[config.mk]
export PLATFORM = sky130hd
export DESIGN_NAME = writeback_unit
export DESIGN_NICKNAME = d
export VERILOG_FILES = /design/src/rtl/writeback_unit.sv
export SDC_FILE = /design/constraint.sdc
export NUM_CORES = 1
export LEC_CHECK = 0
export CAP_MARGIN = 30
export CELL_PAD_IN_SITES_DETAIL_PLACEMENT = 1
export CELL_PAD_IN_SITES_GLOBAL_PLACEMENT = 2
export CORE_MARGIN = 1
export CORE_UTILIZATION = 25
export DETAILED_ROUTE_END_ITERATION = 6
export PLACE_DENSITY = 0.56
export SETUP_SLACK_MARGIN = 0.3
export SLEW_MARGIN = 10
export SYNTH_ARGS = -nofsm -noshare
export SYNTH_HDL_FRONTEND = slang
export SYNTH_SLANG_ARGS = --single-unit
[constraint.sdc]
create_clock -name clk -period 4.4 [get_ports clk]
set_input_delay 0.88 -clock clk [delete_from_list [all_inputs] [get_ports clk]]
set_output_delay 0.88 -clock clk [all_outputs]
set_load 0.005 [all_outputs]
[src/rtl/writeback_unit.sv]
// Register-file write master: merges ALU results and queued load results.
// Optional same-cycle load bypass when WB_BYPASS_EN is defined.
module writeback_unit #(
   parameter int DATA_WIDTH      = 32,
   parameter int REG_ADDR_WIDTH  = 5,
   parameter int LOAD_FIFO_DEPTH = 4,
   localparam int NUM_REGS       = 2**REG_ADDR_WIDTH
) (
   input  logic                      clk,
   input  logic                      rst,
   input  logic                      alu_valid,
   input  logic [REG_ADDR_WIDTH-1:0] alu_rd,
   input  logic [DATA_WIDTH-1:0]     alu_data,
   input  logic                      lsu_valid,
   output logic                      lsu_ready,
   input  logic [REG_ADDR_WIDTH-1:0] lsu_rd,
   input  logic [DATA_WIDTH-1:0]     lsu_data,
   output logic                      rf_we,
   output logic [REG_ADDR_WIDTH-1:0] rf_addr,
   output logic [DATA_WIDTH-1:0]     rf_data,
   output logic [NUM_REGS-1:0]       pending_mask,
   output logic                      wb_full
);

   localparam int PW = $clog2(LOAD_FIFO_DEPTH);
   localparam int CW = PW + 1;

   logic [REG_ADDR_WIDTH-1:0] q_rd   [LOAD_FIFO_DEPTH];
   logic [DATA_WIDTH-1:0]     q_data [LOAD_FIFO_DEPTH];
   logic [LOAD_FIFO_DEPTH-1:0] q_live;
   logic [PW-1:0] wr_ptr;
   logic [PW-1:0] rd_ptr;
   logic [CW-1:0] count;
   logic          out_load;

   logic full;
   logic empty;
   logic alu_w;
   logic hs;
   logic byp;
   logic push;
   logic pop;

   assign full      = (count == CW'(LOAD_FIFO_DEPTH));
   assign empty     = (count == '0);
   assign wb_full   = full;
   assign lsu_ready = !full;
   assign alu_w     = alu_valid && (alu_rd != '0);
   assign hs        = lsu_valid && lsu_ready;
`ifdef WB_BYPASS_EN
   assign byp       = hs && (lsu_rd != '0) && empty && !alu_w;
`else
   assign byp       = 1'b0;
`endif
   assign push      = hs && (lsu_rd != '0) && !byp;
   assign pop       = !alu_w && !empty;

   // Payload storage needs no reset; q_live tracks occupancy and kill state.
   always_ff @(posedge clk) begin
      if (push) begin
         q_rd[wr_ptr]   <= lsu_rd;
         q_data[wr_ptr] <= lsu_data;
      end
   end

   always_ff @(posedge clk) begin
      if (rst) begin
         q_live <= '0;
         wr_ptr <= '0;
         rd_ptr <= '0;
         count  <= '0;
      end else begin
         // Older loads to the ALU's rd are superseded; the push below wins.
         for (int i = 0; i < LOAD_FIFO_DEPTH; i++) begin
            if (alu_w && (q_rd[i] == alu_rd)) q_live[i] <= 1'b0;
         end
         if (pop) begin
            q_live[rd_ptr] <= 1'b0;
            rd_ptr         <= rd_ptr + 1'b1;
         end
         if (push) begin
            q_live[wr_ptr] <= 1'b1;
            wr_ptr         <= wr_ptr + 1'b1;
         end
         count <= count + CW'(push) - CW'(pop);
      end
   end

   always_ff @(posedge clk) begin
      if (rst) begin
         rf_we    <= 1'b0;
         rf_addr  <= '0;
         rf_data  <= '0;
         out_load <= 1'b0;
      end else begin
         unique case (1'b1)
            alu_w: begin
               rf_we    <= 1'b1;
               rf_addr  <= alu_rd;
               rf_data  <= alu_data;
               out_load <= 1'b0;
            end
            pop: begin
               rf_we    <= q_live[rd_ptr];
               rf_addr  <= q_rd[rd_ptr];
               rf_data  <= q_data[rd_ptr];
               out_load <= q_live[rd_ptr];
            end
            byp: begin
               rf_we    <= 1'b1;
               rf_addr  <= lsu_rd;
               rf_data  <= lsu_data;
               out_load <= 1'b1;
            end
            default: begin
               rf_we    <= 1'b0;
               out_load <= 1'b0;
            end
         endcase
      end
   end

   always_comb begin
      pending_mask = '0;
      for (int i = 0; i < LOAD_FIFO_DEPTH; i++) begin
         if (q_live[i]) pending_mask[q_rd[i]] = 1'b1;
      end
      if (rf_we && out_load) pending_mask[rf_addr] = 1'b1;
      pending_mask[0] = 1'b0;
   end

endmodule

Yosys cells after proc, flatten, opt, wreduce, memory -nomap -nowiden:

Memory sizes are Yosys's and may differ from the RTL's. A register that Yosys moved wholly into a read port is not among the register bits.
Index checks and enable logic that the tools add are counted.

* $add $sub $neg: 4
* order comparisons: 14
* eq/ne operators: 5
* mux-type cells: 41
* bitwise logic cells: 8
* reductions and logical operators: 24

Operators by type and width (number)
* 2-to-1 mux 32 bit: 5
* bitwise OR 32 bit: 4
* one-hot mux 32 bit (2 select lines): 1
* < comparator 5 x 6 -> 1 bit, second input constant: 5
* demux 1 bit (select 5 bit): 5
* >= comparator 5 x 1 -> 1 bit, second input constant: 5
* equality test 5 bit: 4
* 2-to-1 mux 1 bit: 18
* logical AND 1 bit: 16
* 2-to-1 mux 4 bit: 3
* one-hot mux 5 bit (2 select lines): 1
* nonzero test 5 bit: 2
* 2-to-1 mux 2 bit: 4
* < comparator 2 x 3 -> 1 bit, second input constant: 2
* adder 2 x 1 -> 2 bit, second input constant: 2
* bitwise AND 4 bit: 1
* demux 1 bit (select 2 bit): 2
* >= comparator 2 x 1 -> 1 bit, second input constant: 2
* inverter 4 bit: 1
* bitwise OR 4 bit: 1
* adder 3 x 1 -> 3 bit: 1
* equality test 3 bit, second input constant: 1
* logical NOT 1 bit: 3
* logical NOT 3 bit: 1
* 6 further kinds: 6

* bits in registers: 50
* RAM bits: 148
* input port bits: 78
* output and inout bits: 72
* word-level logic and storage cells: 106
* memories: 2

Memories
* q_data: depth 4, width 32, rd ports 1, clocked after memory_dff 1, write ports 1, RTL line 29 `logic [DATA_WIDTH-1:0] q_data [LOAD_FIFO_DEPTH];`
* q_rd: depth 4, width 5, rd ports 5, clocked after memory_dff 1, write ports 1, RTL line 28 `logic [REG_ADDR_WIDTH-1:0] q_rd [LOAD_FIFO_DEPTH];`

Longest topological paths before layout:

An unclocked memory read counts as a cell.

* depth in word-level cells: 14
* mapped depth: 14

Worst setup path before layout:

Ideal clock, no wire load.

* path type: in2reg
* start point: input alu_rd[3]
* end point: register count[2]
* arrival: 3.211 ns
* data required time: 4.272 ns
* setup slack: 1.062 ns
* stages: 14
* buffers on the path: 3
* path through: buf_4 > or4_4 > o21a_1 > buf_6 > buf_8 > nor2_1 > ha_1 > inv_1 > ha_1 > inv_1 > fa_1 > xor2_1 > xnor2_1 > nor2_1

* longest elaborated chain between the ends: 5

RTL lines
* start, declared: RTL line 12 `input logic [REG_ADDR_WIDTH-1:0] alu_rd,`
* nonzero test 5 bit: RTL line 48 `assign alu_w = alu_valid && (alu_rd != '0);`
* logical AND 1 bit: RTL line 48
* logical NOT 1 bit: RTL line 56 `assign pop = !alu_w && !empty;`
* logical AND 1 bit: RTL line 56
* subtractor 3 x 1 -> 3 bit: RTL line 85 `count <= count + CW'(push) - CW'(pop);`
* end signal, assigned: RTL line 85
* end, declared: RTL line 33 `logic [CW-1:0] count;`

Every way passes these cells.
A chain may end at the register's enable or synchronous reset.

==> impl_metrics.yaml <==
power:
  netSwitchingPower_mw: 1.68
  power_density_nw_per_um2: 472
  seqPwrFrac_pct: 44.6
  p_leak_nw: 3.74
  sw_frac_of_total_pct: 30.0
  vdd.ir_drop.worst_mv: 0.298
  intPower_mw: 3.93
  comb_power_share_pct: 26.2
  clockPowerShare_pct: 29.1
die:
  start_util_pct: 25.5
  coreArea_um2: 36700
  ioPinCount: 150
  fp.dieArea_um2: 38200
  num_rows: 70
  die_h_um: 195
  die_w_um: 195
clock_tree:
  cts_buffer_depth: 2
  cts_setup_buffers: 0
  postCtsHoldBufs: 0
  cts_resized: 0
  htreeDepth: 4
  clock_latency_ns: 0.44
  clock-sinks: 200
  cts_tree: "yes"
  clockRootBuffer: "clkbuf_16"
  cts_made_buffers: 17
  clk_pin_slew_ns: 0.07
timing:
  clock.fmax_mhz: 279
  max-slew-margin-rel_pct: 42.2
  slew_viol_final: 0
  finalWorstSetupSlack_ns: 0.822
  finalCritPeriodShare_pct: 81.3
  fin_crit_ns: 3.58
  grt_setup_unrepaired: "no"
  setup_viol: 0
  final_hold_viol_count: 0
  worst_slew_pin_slew_ns: 0.866
  finalSetupTns_ns: 0
  finalClockSkew_ns: 0.0236
flow_run:
  max-cap-violations: 0
logic_synthesis:
  yosysWarnings: 0
  synth_area_um2: 9350
  synth-edff-count: 148
  synth_cell_types: 46
  synthCells: 730
  syn_nets: 819
  synth-main-ff-cell: "edfxtp_1"
  synth_area_leaders: "edfxtp_1 (48%), dfxtp_1 (11%), mux4_2 (9.2%)"
  async_flop_share_pct: 0
  yosys.area.top_type: "edfxtp_1"
  syn_area_per_cell_um2: 12.8
  ys_seq_area_share_pct: 58.7
  synth_top_area_share_pct: 47.6
  postSynthRegisterBits: 200
placement:
  io_buffers: 148
  hpwlAfterDp_mm: 20.5
  globalplace.congestion: 0.778
  place_ws_ns: 0.647
critical_path:
  cp-end-kind: "primary output"
  r2r-end: "count[2]$_SDFF_PP0_"
  r2r_setup_slack_ns: 1.80
  critPathLaunchType: "flip-flop"
  worstPathArrival_ns: 2.70
  cpMaxStageDelayCell: "clkdlybuf4s50_1"
  rr_worst_depth: 11
  crit_type: "flip-flop to primary output"
  crit_path_max_fanout: 8
  crit_chain: "nand3b_1 > nor4b_1 > a211oi_1 > o21ai_0 > clkdlybuf4s50_1"
  cp.required_ns: 3.52
  reg2reg_from: "count[2]$_SDFF_PP0_"
  max_stage_delay_ns: 0.55
routing:
  vias: 6624
  final_antenna_net_count: 0
  via_per_inst: 4.95
  drt-total-wl_mm: 30.0
  drc_errors: 0
  drt_iter0_markers: 360
  drt-pass1-iter-count: 4
  post_drt_wl_per_cell_um: 22.4
global_route:
  grt_overflow: 0
  antenna_found_initial: 4
  grt_pass1_wl_mm: 45.9
  grt_pass1_vias: 7208
  grt_max_degree: 45
  grtUsageTotal_pct: 16.1
hold_path:
  min_to: "rf_data[7]$_SDFFE_PP0P_"
  hold_path.class: "flip-flop to flip-flop"
  hp-start: "rf_data[7]$_SDFFE_PP0P_"
  holdPathStages: 2
final_layout:
  fillers: 3907
  final_common_cell: "edfxtp_1"
  drive_above_1_share_pct: 14.3
  area_growth_pct: 27.2
  final_nets: 946
  final_cell_mix: "edfxtp_1 (148), clkdlybuf4s50_1 (147), nor2_1 (72), o22ai_1 (53), dfxtp_1 (50)"
run_status:
  status: "complete, no violations"
-- final cells by class --
type | instances | area, um2 | area share (%)
repair buffers | 165 | 1640 | 13.8
multi-input cells | 463 | 3510 | 29.6
clock buffers | 25 | 518 | 4.36
flip-flops and latches | 200 | 5490 | 46.2
clock inverters | 7 | 100 | 0.842
well taps | 468 | 586 | 4.93
inverters | 10 | 37.5 | 0.316
diodes | 1 | 2.50 | 0.0211
-- cell families (layout without fill, tap and decap cells) --
| group | Yosys count | after routing | synth area share, % |
|---|---|---|---|
| AND/OR/NAND/NOR | 219 | 219 | 12.5 |
| flip-flops | 200 | 200 | 58.7 |
| AO/OA/AOI/OAI | 168 | 168 | 11.8 |
| buffers and inverters | 67 | 207 | 3.83 |
| multiplexers | 41 | 41 | 9.48 |
| XOR/XNOR | 23 | 23 | 2.16 |
| adder cells (fa/ha/maj) | 11 | 11 | 1.55 |
| other | 1 | 2 | 0.0401 |
-- sequential cells by signal, indices dropped and copies added, names as in the netlist, named ones only --
name / flops
count: 3
out_load: 1
q_data: 128
q_live: 4
q_rd: 20
rd_ptr: 2
rf_addr: 5
rf_data: 32
rf_we: 1
wr_ptr: 2
-- worst max-delay path: cells and delay by family, from the launching register on --
kind / cells / cell delay (ns)
buf+inv: 1 / 0.55
flops: 1 / 0.53
compound gates: 2 / 0.27
simple gates: 2 / 0.91
-- through the flow --
step	area [um2]	util (%)	power (mW)	hold WS (ns)	instances
2_1_floorplan	9350	-	3.37	0.503	730
5_1_grt	11900	32.4	5.92	0.577	1339
3_3_place_gp	11200	30.6	4.02	0.536	1304
3_5_place_dp	11300	30.7	4.06	0.538	1306
6_report	11900	32.4	5.61	0.549	1339
4_1_cts	11900	32.4	5.71	0.554	1338
-- how the worst max path moves through the flow --
stage	slack, ns	to	cells past startpoint	start
final	0.82	pending_mask[10]	5	q_rd[3][0]$_DFFE_PP_
after CTS	0.77	pending_mask[10]	5	q_rd[3][0]$_DFFE_PP_
after global placement	0.68	count[2]$_SDFF_PP0_	12	alu_rd[3]
after global routing	0.69	pending_mask[10]	5	q_rd[3][0]$_DFFE_PP_
after detailed placement	0.65	count[2]$_SDFF_PP0_	12	alu_rd[3]
after floorplan	1.06	count[2]$_SDFF_PP0_	14	alu_rd[3]
-- synthesized netlist by cell type, types with 5 or more instances --
master	instances
nand2_1	42
dfxtp_1	52
nand3_1	15
edfxtp_1	148
o22ai_1	53
ha_1	10
nor2b_1	7
buf_6	9
xor2_1	13
nor4_1	7
nor4b_1	5
nor3_1	8
nor2_1	72
buf_4	5
o21ai_0	29
nand4_1	5
xnor2_1	10
nand3b_1	23
mux4_2	38
a21oi_1	36
clkbuf_1	31
or3_1	7
or3b_2	16
inv_1	10
buf_2	7
a211oi_2	6
a211oi_1	31
-- power groups by stage --
stage               clock network (mW)  logic (mW)  registers [mW]
global route                      1.75        1.63            2.54
global placement                     0        1.47            2.55
CTS                               1.68        1.51            2.51
detailed placement                   0        1.51            2.55
floorplan                            0       0.939            2.43
finish                            1.63        1.47            2.50
-- routing by layer --
metal,vias up,track usage [%],routed length (um)
li1,3055,-,-
met1,3366,20.7,13500
met2,173,26.9,14700
met3,28,3.28,1430
met4,2,5.63,427
met5,-,0,9
No activity file was read; power rests on OpenSTA's default activity.
